## src/rtl/upg_pkg.sv

```systemverilog
// upg_pkg: parser state codes, segment target codes and segment size limit shared by the UART program loader
package upg_pkg;
  localparam logic [2:0] S_TGT    = 3'd0;
  localparam logic [2:0] S_CNT_LO = 3'd1;
  localparam logic [2:0] S_CNT_HI = 3'd2;
  localparam logic [2:0] S_DATA   = 3'd3;
  localparam logic [2:0] S_CSUM   = 3'd4;
  localparam logic [2:0] S_DONE   = 3'd5;
  localparam logic [2:0] S_ERR    = 3'd6;
  localparam logic [7:0] TGT_IMEM = 8'h00;
  localparam logic [7:0] TGT_DMEM = 8'h01;
  localparam logic [7:0] TGT_END  = 8'hFF;
  localparam logic [15:0] MAX_WORDS = 16'd16384;
endpackage

```

## src/rtl/uart_rx_core.sv

```systemverilog
// uart_rx_core: 8N1 receiver with 2-flop synchronizer and mid-bit sampling every DIV clocks
module uart_rx_core #(
  parameter int DIV = 78
) (
  input  logic       clk,
  input  logic       rst,
  input  logic       rx,
  output logic [7:0] rx_byte,
  output logic       byte_valid,
  output logic       frame_err
);
  localparam int CW = $clog2(DIV + 1);
  logic [1:0] sync;
  logic busy;
  logic [3:0] idx;
  logic [CW-1:0] cnt;
  logic rx_s;
  assign rx_s = sync[1];
  // bring the line into the clock domain, idling high
  always_ff @(posedge clk or posedge rst)
    if (rst) sync <= 2'b11;
    else sync <= {sync[0], rx};
  // idx 0 = start check, 1..8 = data LSB first, 9 = stop
  always_ff @(posedge clk or posedge rst)
    if (rst) begin
      busy <= 1'b0;
      idx <= '0;
      cnt <= '0;
      rx_byte <= '0;
      byte_valid <= 1'b0;
      frame_err <= 1'b0;
    end else begin
      byte_valid <= 1'b0;
      frame_err <= 1'b0;
      if (!busy) begin
        busy <= !rx_s;
        idx <= '0;
        cnt <= CW'(DIV / 2 - 1);
      end else if (cnt != '0) begin
        cnt <= cnt - 1'b1;
      end else begin
        cnt <= CW'(DIV - 1);
        idx <= idx + 1'b1;
        if (idx == 4'd0) busy <= !rx_s;
        else if (idx == 4'd9) begin
          busy <= 1'b0;
          byte_valid <= rx_s;
          frame_err <= !rx_s;
        end else rx_byte <= {rx_s, rx_byte[7:1]};
      end
    end
endmodule

```

## src/rtl/uart_prog_loader.sv

```systemverilog
// uart_prog_loader: UART segment parser writing 32-bit words to imem/dmem; UPG_CHECKSUM_EN adds per-segment checksum
module uart_prog_loader
  import upg_pkg::*;
#(
  parameter int CLK_FREQ = 10_000_000,
  parameter int BAUD     = 128_000
) (
  input  logic        upg_clk_i,
  input  logic        upg_rst_i,
  input  logic        rx_i,
  output logic        upg_wen_o,
  output logic [14:0] upg_adr_o,
  output logic [31:0] upg_dat_o,
  output logic        upg_done_o,
  output logic        upg_err_o
);
  logic [7:0] rx_byte;
  logic byte_valid, frame_err;
  logic [2:0] state, after_seg;
  logic tgt;
  logic [7:0] cnt_lo;
  logic [15:0] n;
  logic [14:0] words_left;
  logic [13:0] wadr;
  logic [1:0] bidx;
  logic [23:0] sh;

  uart_rx_core #(.DIV(CLK_FREQ / BAUD)) u_rx (
    .clk(upg_clk_i),
    .rst(upg_rst_i),
    .rx(rx_i),
    .rx_byte(rx_byte),
    .byte_valid(byte_valid),
    .frame_err(frame_err)
  );

  assign n = {rx_byte, cnt_lo};
  assign upg_done_o = state == S_DONE;
  assign upg_err_o = state == S_ERR;

`ifdef UPG_CHECKSUM_EN
  logic [7:0] csum;
  assign after_seg = S_CSUM;
  // running sum restarts with each target byte
  always_ff @(posedge upg_clk_i or posedge upg_rst_i)
    if (upg_rst_i) csum <= '0;
    else if (byte_valid) csum <= state == S_TGT ? rx_byte : csum + rx_byte;
`else
  assign after_seg = S_TGT;
`endif

  // segment parser; partial words live only in sh and vanish on error or reset
  always_ff @(posedge upg_clk_i or posedge upg_rst_i)
    if (upg_rst_i) begin
      state <= S_TGT;
      tgt <= 1'b0;
      cnt_lo <= '0;
      words_left <= '0;
      wadr <= '0;
      bidx <= '0;
      sh <= '0;
      upg_wen_o <= 1'b0;
      upg_adr_o <= '0;
      upg_dat_o <= '0;
    end else begin
      upg_wen_o <= 1'b0;
      if (frame_err && state != S_DONE && state != S_ERR) state <= S_ERR;
      else if (byte_valid)
        case (state)
          S_TGT: begin
            tgt <= rx_byte[0];
            wadr <= '0;
            bidx <= '0;
            state <= rx_byte == TGT_END ? S_DONE :
                     (rx_byte == TGT_IMEM || rx_byte == TGT_DMEM) ? S_CNT_LO : S_ERR;
          end
          S_CNT_LO: begin
            cnt_lo <= rx_byte;
            state <= S_CNT_HI;
          end
          S_CNT_HI: begin
            words_left <= n[14:0];
            state <= n > MAX_WORDS ? S_ERR : n == '0 ? after_seg : S_DATA;
          end
          S_DATA: begin
            bidx <= bidx + 1'b1;
            sh <= {rx_byte, sh[23:8]};
            if (bidx == 2'd3) begin
              upg_wen_o <= 1'b1;
              upg_adr_o <= {tgt, wadr};
              upg_dat_o <= {rx_byte, sh};
              wadr <= wadr + 1'b1;
              words_left <= words_left - 1'b1;
              if (words_left == 15'd1) state <= after_seg;
            end
          end
`ifdef UPG_CHECKSUM_EN
          S_CSUM: state <= rx_byte == csum ? S_TGT : S_ERR;
`endif
          default: ;
        endcase
    end
endmodule

```

## config.mk

```make
export PLATFORM = sky130hd
export DESIGN_NAME = uart_prog_loader
export DESIGN_NICKNAME = d
export VERILOG_FILES = /design/src/rtl/upg_pkg.sv /design/src/rtl/uart_rx_core.sv /design/src/rtl/uart_prog_loader.sv
export SDC_FILE = /design/constraint.sdc
export NUM_CORES = 1
export LEC_CHECK = 0
export ABC_AREA = 1
export ABC_CLOCK_PERIOD_IN_PS = 6300
export BUFFER_PORTS_ARGS = -buffer_cell sky130_fd_sc_hd__buf_2
export CORE_MARGIN = 3
export CORE_UTILIZATION = 35
export CTS_BUF_LIST = sky130_fd_sc_hd__clkbuf_2 sky130_fd_sc_hd__clkbuf_4 sky130_fd_sc_hd__clkbuf_8
export DETAILED_ROUTE_END_ITERATION = 10
export GPL_TIMING_DRIVEN = 0
export SLEW_MARGIN = 10
export SYNTH_ARGS = -nofsm -noshare
export SYNTH_HDL_FRONTEND = slang
export SYNTH_SLANG_ARGS = --single-unit
```

## constraint.sdc

```tcl
create_clock -name upg_clk_i -period 6.3 [get_ports upg_clk_i]
set_clock_uncertainty 0.2 [all_clocks]
set_input_delay 1.89 -clock upg_clk_i [delete_from_list [all_inputs] [get_ports upg_clk_i]]
set_output_delay 1.89 -clock upg_clk_i [all_outputs]
set_load 0.05 [all_outputs]
```

# After elaboration in Yosys (flattened, before gate mapping)
# Cells that the tools add are included.
[op_classes] n_reduce_logical=22 n_lt_le_gt_ge=1 bitwise_logic=4 n_addsub=5 n_eq_ne=16 mux=34
[ops] cell="case mux 15 bit (2 select lines)" n=1
[ops] cell="case mux 14 bit (2 select lines)" n=1
[ops] cell="two-way mux 3 bit" n=7
[ops] cell="AND reduction 4 bit" n=5
[ops] cell="greater-than comparator 16 x 15 -> 1 bit, second input constant" n=1
[ops] cell="logical NOT 16 bit" n=1
[ops] cell="two-way mux 1 bit" n=16
[ops] cell="== test 15 x 1 -> 1 bit, second input constant" n=1
[ops] cell="two-way mux 15 bit" n=1
[ops] cell="subtractor 15 x 1 -> 15 bit, second input constant" n=1
[ops] cell="adder 14 x 1 -> 14 bit, second input constant" n=1
[ops] cell="two-way mux 14 bit" n=1
[ops] cell="two-way mux 7 bit" n=2
[ops] cell="!= test 3 bit, second input constant" n=4
[ops] cell="case mux 3 bit (4 select lines)" n=1
[ops] cell="AND reduction 3 bit" n=4
[ops] cell="== test 8 x 1 -> 1 bit, second input constant" n=1
[ops] cell="== test 8 bit, second input constant" n=1
[ops] cell="logical NOT 8 bit" n=1
[ops] cell="two-way mux 4 bit" n=2
[ops] cell="nonzero test 7 bit" n=1
[ops] cell="subtractor 7 x 1 -> 7 bit, second input constant" n=1
[ops] cell="== test 3 x 2 -> 1 bit, second input constant" n=2
[ops] cell="== test 3 bit, second input constant" n=2
[ops] cell="16 further kinds" n=23
[word_totals] ff_bits=139 input_bits=3 word_cells=99 output_inout_bits=50

# Logic depth before layout (Yosys ltp)
[logic_depth] word_depth=7 depth_mapped=11

# By module
# Synthesis repeated with hierarchy kept, for this count alone.
[unflattened] cells_unflattened=808 hier_area_um2=6706.4
[by_module_without_submodules] mod="uart_prog_loader" instances=1 area_each_um2=5535.3 cells_per_inst=676 seq_area_each_um2=2877.8
[by_module_without_submodules] mod="uart_rx_core" instances=1 area_each_um2=1171.1 cells_per_inst=132 seq_area_each_um2=603.1

# Least setup slack after synthesis
# Ideal clock, no wire load.
[synth_timing] path_kind="register to output" from="register state[1]" to="output upg_done_o" path_slack_ps=3228 required_time_ps=4210 t_arrival_ps=982 stages_incl_launch_ff=5 path_buffers=1 path_cell_list="dfrtp_1 -> buf_4 -> inv_2 -> nand3_2 -> inv_1"
[synth_between] elab_chain_cells=1
[synth_rtl] item="start: declaration" line="uart_prog_loader.sv:19" rtl="logic [2:0] state, after_seg;"
[synth_rtl] item="start signal: assignment" line="uart_prog_loader.sv:74" rtl="state <= rx_byte == TGT_END ? S_DONE :"
[synth_rtl] item="start signal: assignment" line="uart_prog_loader.sv:83" rtl="state <= n > MAX_WORDS ? S_ERR : n == '0 ? after_seg : S_DATA;"
[synth_rtl] item="start signal: assignment" line="uart_prog_loader.sv:94" rtl="if (words_left == 15'd1) state <= after_seg;"
[synth_rtl] item="== test 3 bit" line="uart_prog_loader.sv:38" rtl="assign upg_done_o = state == S_DONE;"
[synth_rtl] item="end: declaration" line="uart_prog_loader.sv:14" rtl="output logic upg_done_o,"
# Every way passes these cells.

# Final worst setup path
# Ends and elaborated chain as after synthesis.

==> impl_metrics.tcl <==
set metrics [dict create \
    layout_commonest_cell "nand2_1" \
    synth_cell_types 40 \
    portBuffers 52 \
    first_global_vias 5237 \
    total_power_mw 1.85 \
    finalNetCount 897 \
    pin_count 53 \
    ys.flop_type "dfrtp_1" \
    fin_hold_ws_ps 157 \
    maxSlewHeadroom_pct 63.0 \
    die_y_um 143 \
    end_kind "output pin" \
    die_w_um 143 \
    drive_above_1_share_pct 14.9 \
    cap_violations 0 \
    comb_power_share_pct 6.8 \
    synthCells 813 \
    seqPwrFrac_pct 50.7 \
    cts-resized-gates 0 \
    min_path_type "reg2reg" \
    setup_violations 0 \
    ant_nets 0 \
    slew_viol_final 0 \
    grt_max_degree 88 \
    rsz0062_at_grt "no" \
    synth-seq-area-share_pct 52.9 \
    status "finished, final reports clean" \
    synthArstFlopShare_pct 100 \
    clk_pin_slew_ps 70 \
    pwr-share-clk_pct 42.5 \
    internal_power_mw 1.40 \
    avgRoutedWirePerCell_um 13.5 \
    cts-root-buf "clkbuf_8" \
    antennaDiodeCount 0 \
    critPathLaunchType "flip-flop" \
    grt_antenna_before_repair 0 \
    avgSynthCellArea_sq_um 8.09 \
    cts_max_level 4 \
    dieArea_sq_mm 0.0205 \
    period_minus_slack_ps 3550 \
    synth_seq_cells 139 \
    final_util_pct 41.7 \
    sw_frac_of_total_pct 24.0 \
    cts_hold_buf 0 \
    max-vdd-ir-drop_mv 0.135 \
    tightest_slew_ps 555 \
    hpwl_um 10700 \
    rows 49 \
    gp_congestion 0.860 \
    mostFrequentLayoutCells "282 x nand2_1, 137 x dfrtp_1, 75 x nor2_1, 74 x o21ai_0, 68 x inv_1" \
    drc 0 \
    num_vias 5324 \
    post_cts_buffers 0 \
    cts_tree "yes" \
    grt_usage_pct 15.6 \
    multi_input_area_sq_mm 0.00265 \
    power.density_mw_per_mm2 243 \
    clock_path_buffers 2 \
    drt_iter0_drc 285 \
    grt-ovfl-total 0 \
    crit_type "reg2out" \
    p_sw_uw 444 \
    busiest_layer "met2" \
    wirelength_um 15200 \
    start_util_pct 36.1 \
    grt_util_met1_pct 21.2 \
    fp.coreArea_sq_mm 0.0182 \
    p_leak_nw 3.87 \
    register_area_sq_mm 0.00348 \
    numCtsBuffers 17 \
    global_route.usage.met2_pct 25.0 \
    syn_area_sq_mm 0.00658 \
    tns_ps 0 \
    fillerInstances 1821 \
    cts_sinks 139 \
    synth_edf_count 0 \
    hold_violations 0 \
    grt_util_met3_pct 3.75 \
    finalCritPeriodShare_pct 56.4 \
    cp_data_arrival_time_ps 1460 \
    via_per_inst 4.72 \
    syn_nets 825 \
    path_max_fanout 7 \
    grt_pass1_wl_um 25700 \
    ys.warnings.count 0 \
    required_ps 4210 \
    fmax_ghz 0.281 \
    clock_latency_ps 440 \
    dr.pass1.iters 5 \
    syn_to_final_growth_pct 15.4 \
]
[Yosys cell counts, types with 4 or more instances]
library cell,instances,share of area (%)
ha_1,9,1.7
nor3_1,4,0.30
nand4_1,13,1.2
nand3b_1,4,0.46
buf_2,12,0.91
o21ai_1,26,2.0
nand3_1,30,2.3
a21oi_1,15,1.1
dfrtp_1,137,52
inv_1,69,3.9
o21bai_1,4,0.46
clkbuf_1,9,0.51
o21ai_2,4,0.53
o21ai_0,74,5.6
inv_2,5,0.29
nor2_1,75,4.3
nand2_1,282,16
nand3_2,5,0.76
[cell type report]
| type | count | area share (%) |
|---|---|---|
| multi-input combinational | 570 | 35.0 |
| buffer | 27 | 1.93 |
| sequential | 139 | 45.8 |
| tap | 229 | 3.77 |
| clock buffer | 23 | 3.92 |
| inverter | 77 | 4.00 |
| timing repair buffer | 53 | 3.79 |
| clock inverter | 9 | 1.78 |
[stage by stage]
step | setup WS [ps] | cells | cell area [sq um]
final | 2750 | 1127 | 7590
after detailed placement | 3200 | 1095 | 7160
after global routing | 2640 | 1127 | 7590
after floorplan | 489 | 813 | 6580
after CTS | 2710 | 1127 | 7590
after global placement | -1190 | 1094 | 7130
[cells by family after synthesis]
kind of cell	after synthesis	share of synthesized area, %
adder cells (fa/ha/maj)	9	1.71
AND/OR/NAND/NOR	428	27.7
flip-flops	139	52.9
AO/OA/AOI/OAI	129	10.4
XOR/XNOR	4	0.533
buffers and inverters	104	6.77
[path summary, 6_finish.rpt]
check	startpoint	depth (start not counted)	end	slack (ps)
setup reg to reg	state[1]	8	upg_adr_o[0]	4330
setup / recovery	state[1]	5	upg_done_o	2750
hold reg to reg	u_rx.sync[0]	0	u_rx.sync[1]	160
max in group asynchronous	upg_rst_i	3	u_rx.sync[0]	3790
min in group asynchronous	upg_rst_i	2	upg_dat_o[1]	1290
hold / removal	u_rx.sync[0]	0	u_rx.sync[1]	160
[routing by layer]
layer,up-vias,wire length [um]
met5,-,0
met3,12,625
li1,2740,-
met1,2474,7430
met4,0,165
met2,98,6970
[critical path: stages (launching register included)]
cell	delay (ps)
dfrtp_1	360
buf_4	160
inv_2	80
nand3_2	100
inv_1	80
buf_2	260
[power by group through the flow]
stage / registers [mW] / logic, mW / clock network, mW
final: 0.937 / 0.126 / 0.785
after global routing: 0.941 / 0.148 / 0.843
after CTS: 0.937 / 0.129 / 0.805
after detailed placement: 0.954 / 0.129 / 0
after global placement: 0.955 / 0.122 / 0
after floorplan: 0.950 / 0.102 / 0
[registers in the layout (all words and copies together), names as in the netlist]
| register | flops |
|---|---|
| state | 3 |
| sh | 24 |
| upg_dat_o | 32 |
| upg_wen_o | 1 |
| u_rx.rx_byte | 8 |
| bidx | 2 |
| u_rx.idx | 4 |
| upg_adr_o | 15 |
| u_rx.sync | 2 |
| tgt | 1 |
| cnt_lo | 8 |
| u_rx.cnt | 7 |
| u_rx.busy | 1 |
| wadr | 14 |
| u_rx.frame_err | 1 |
| words_left | 15 |
| u_rx.byte_valid | 1 |
Note: power is estimated with default switching activity, not from simulation.
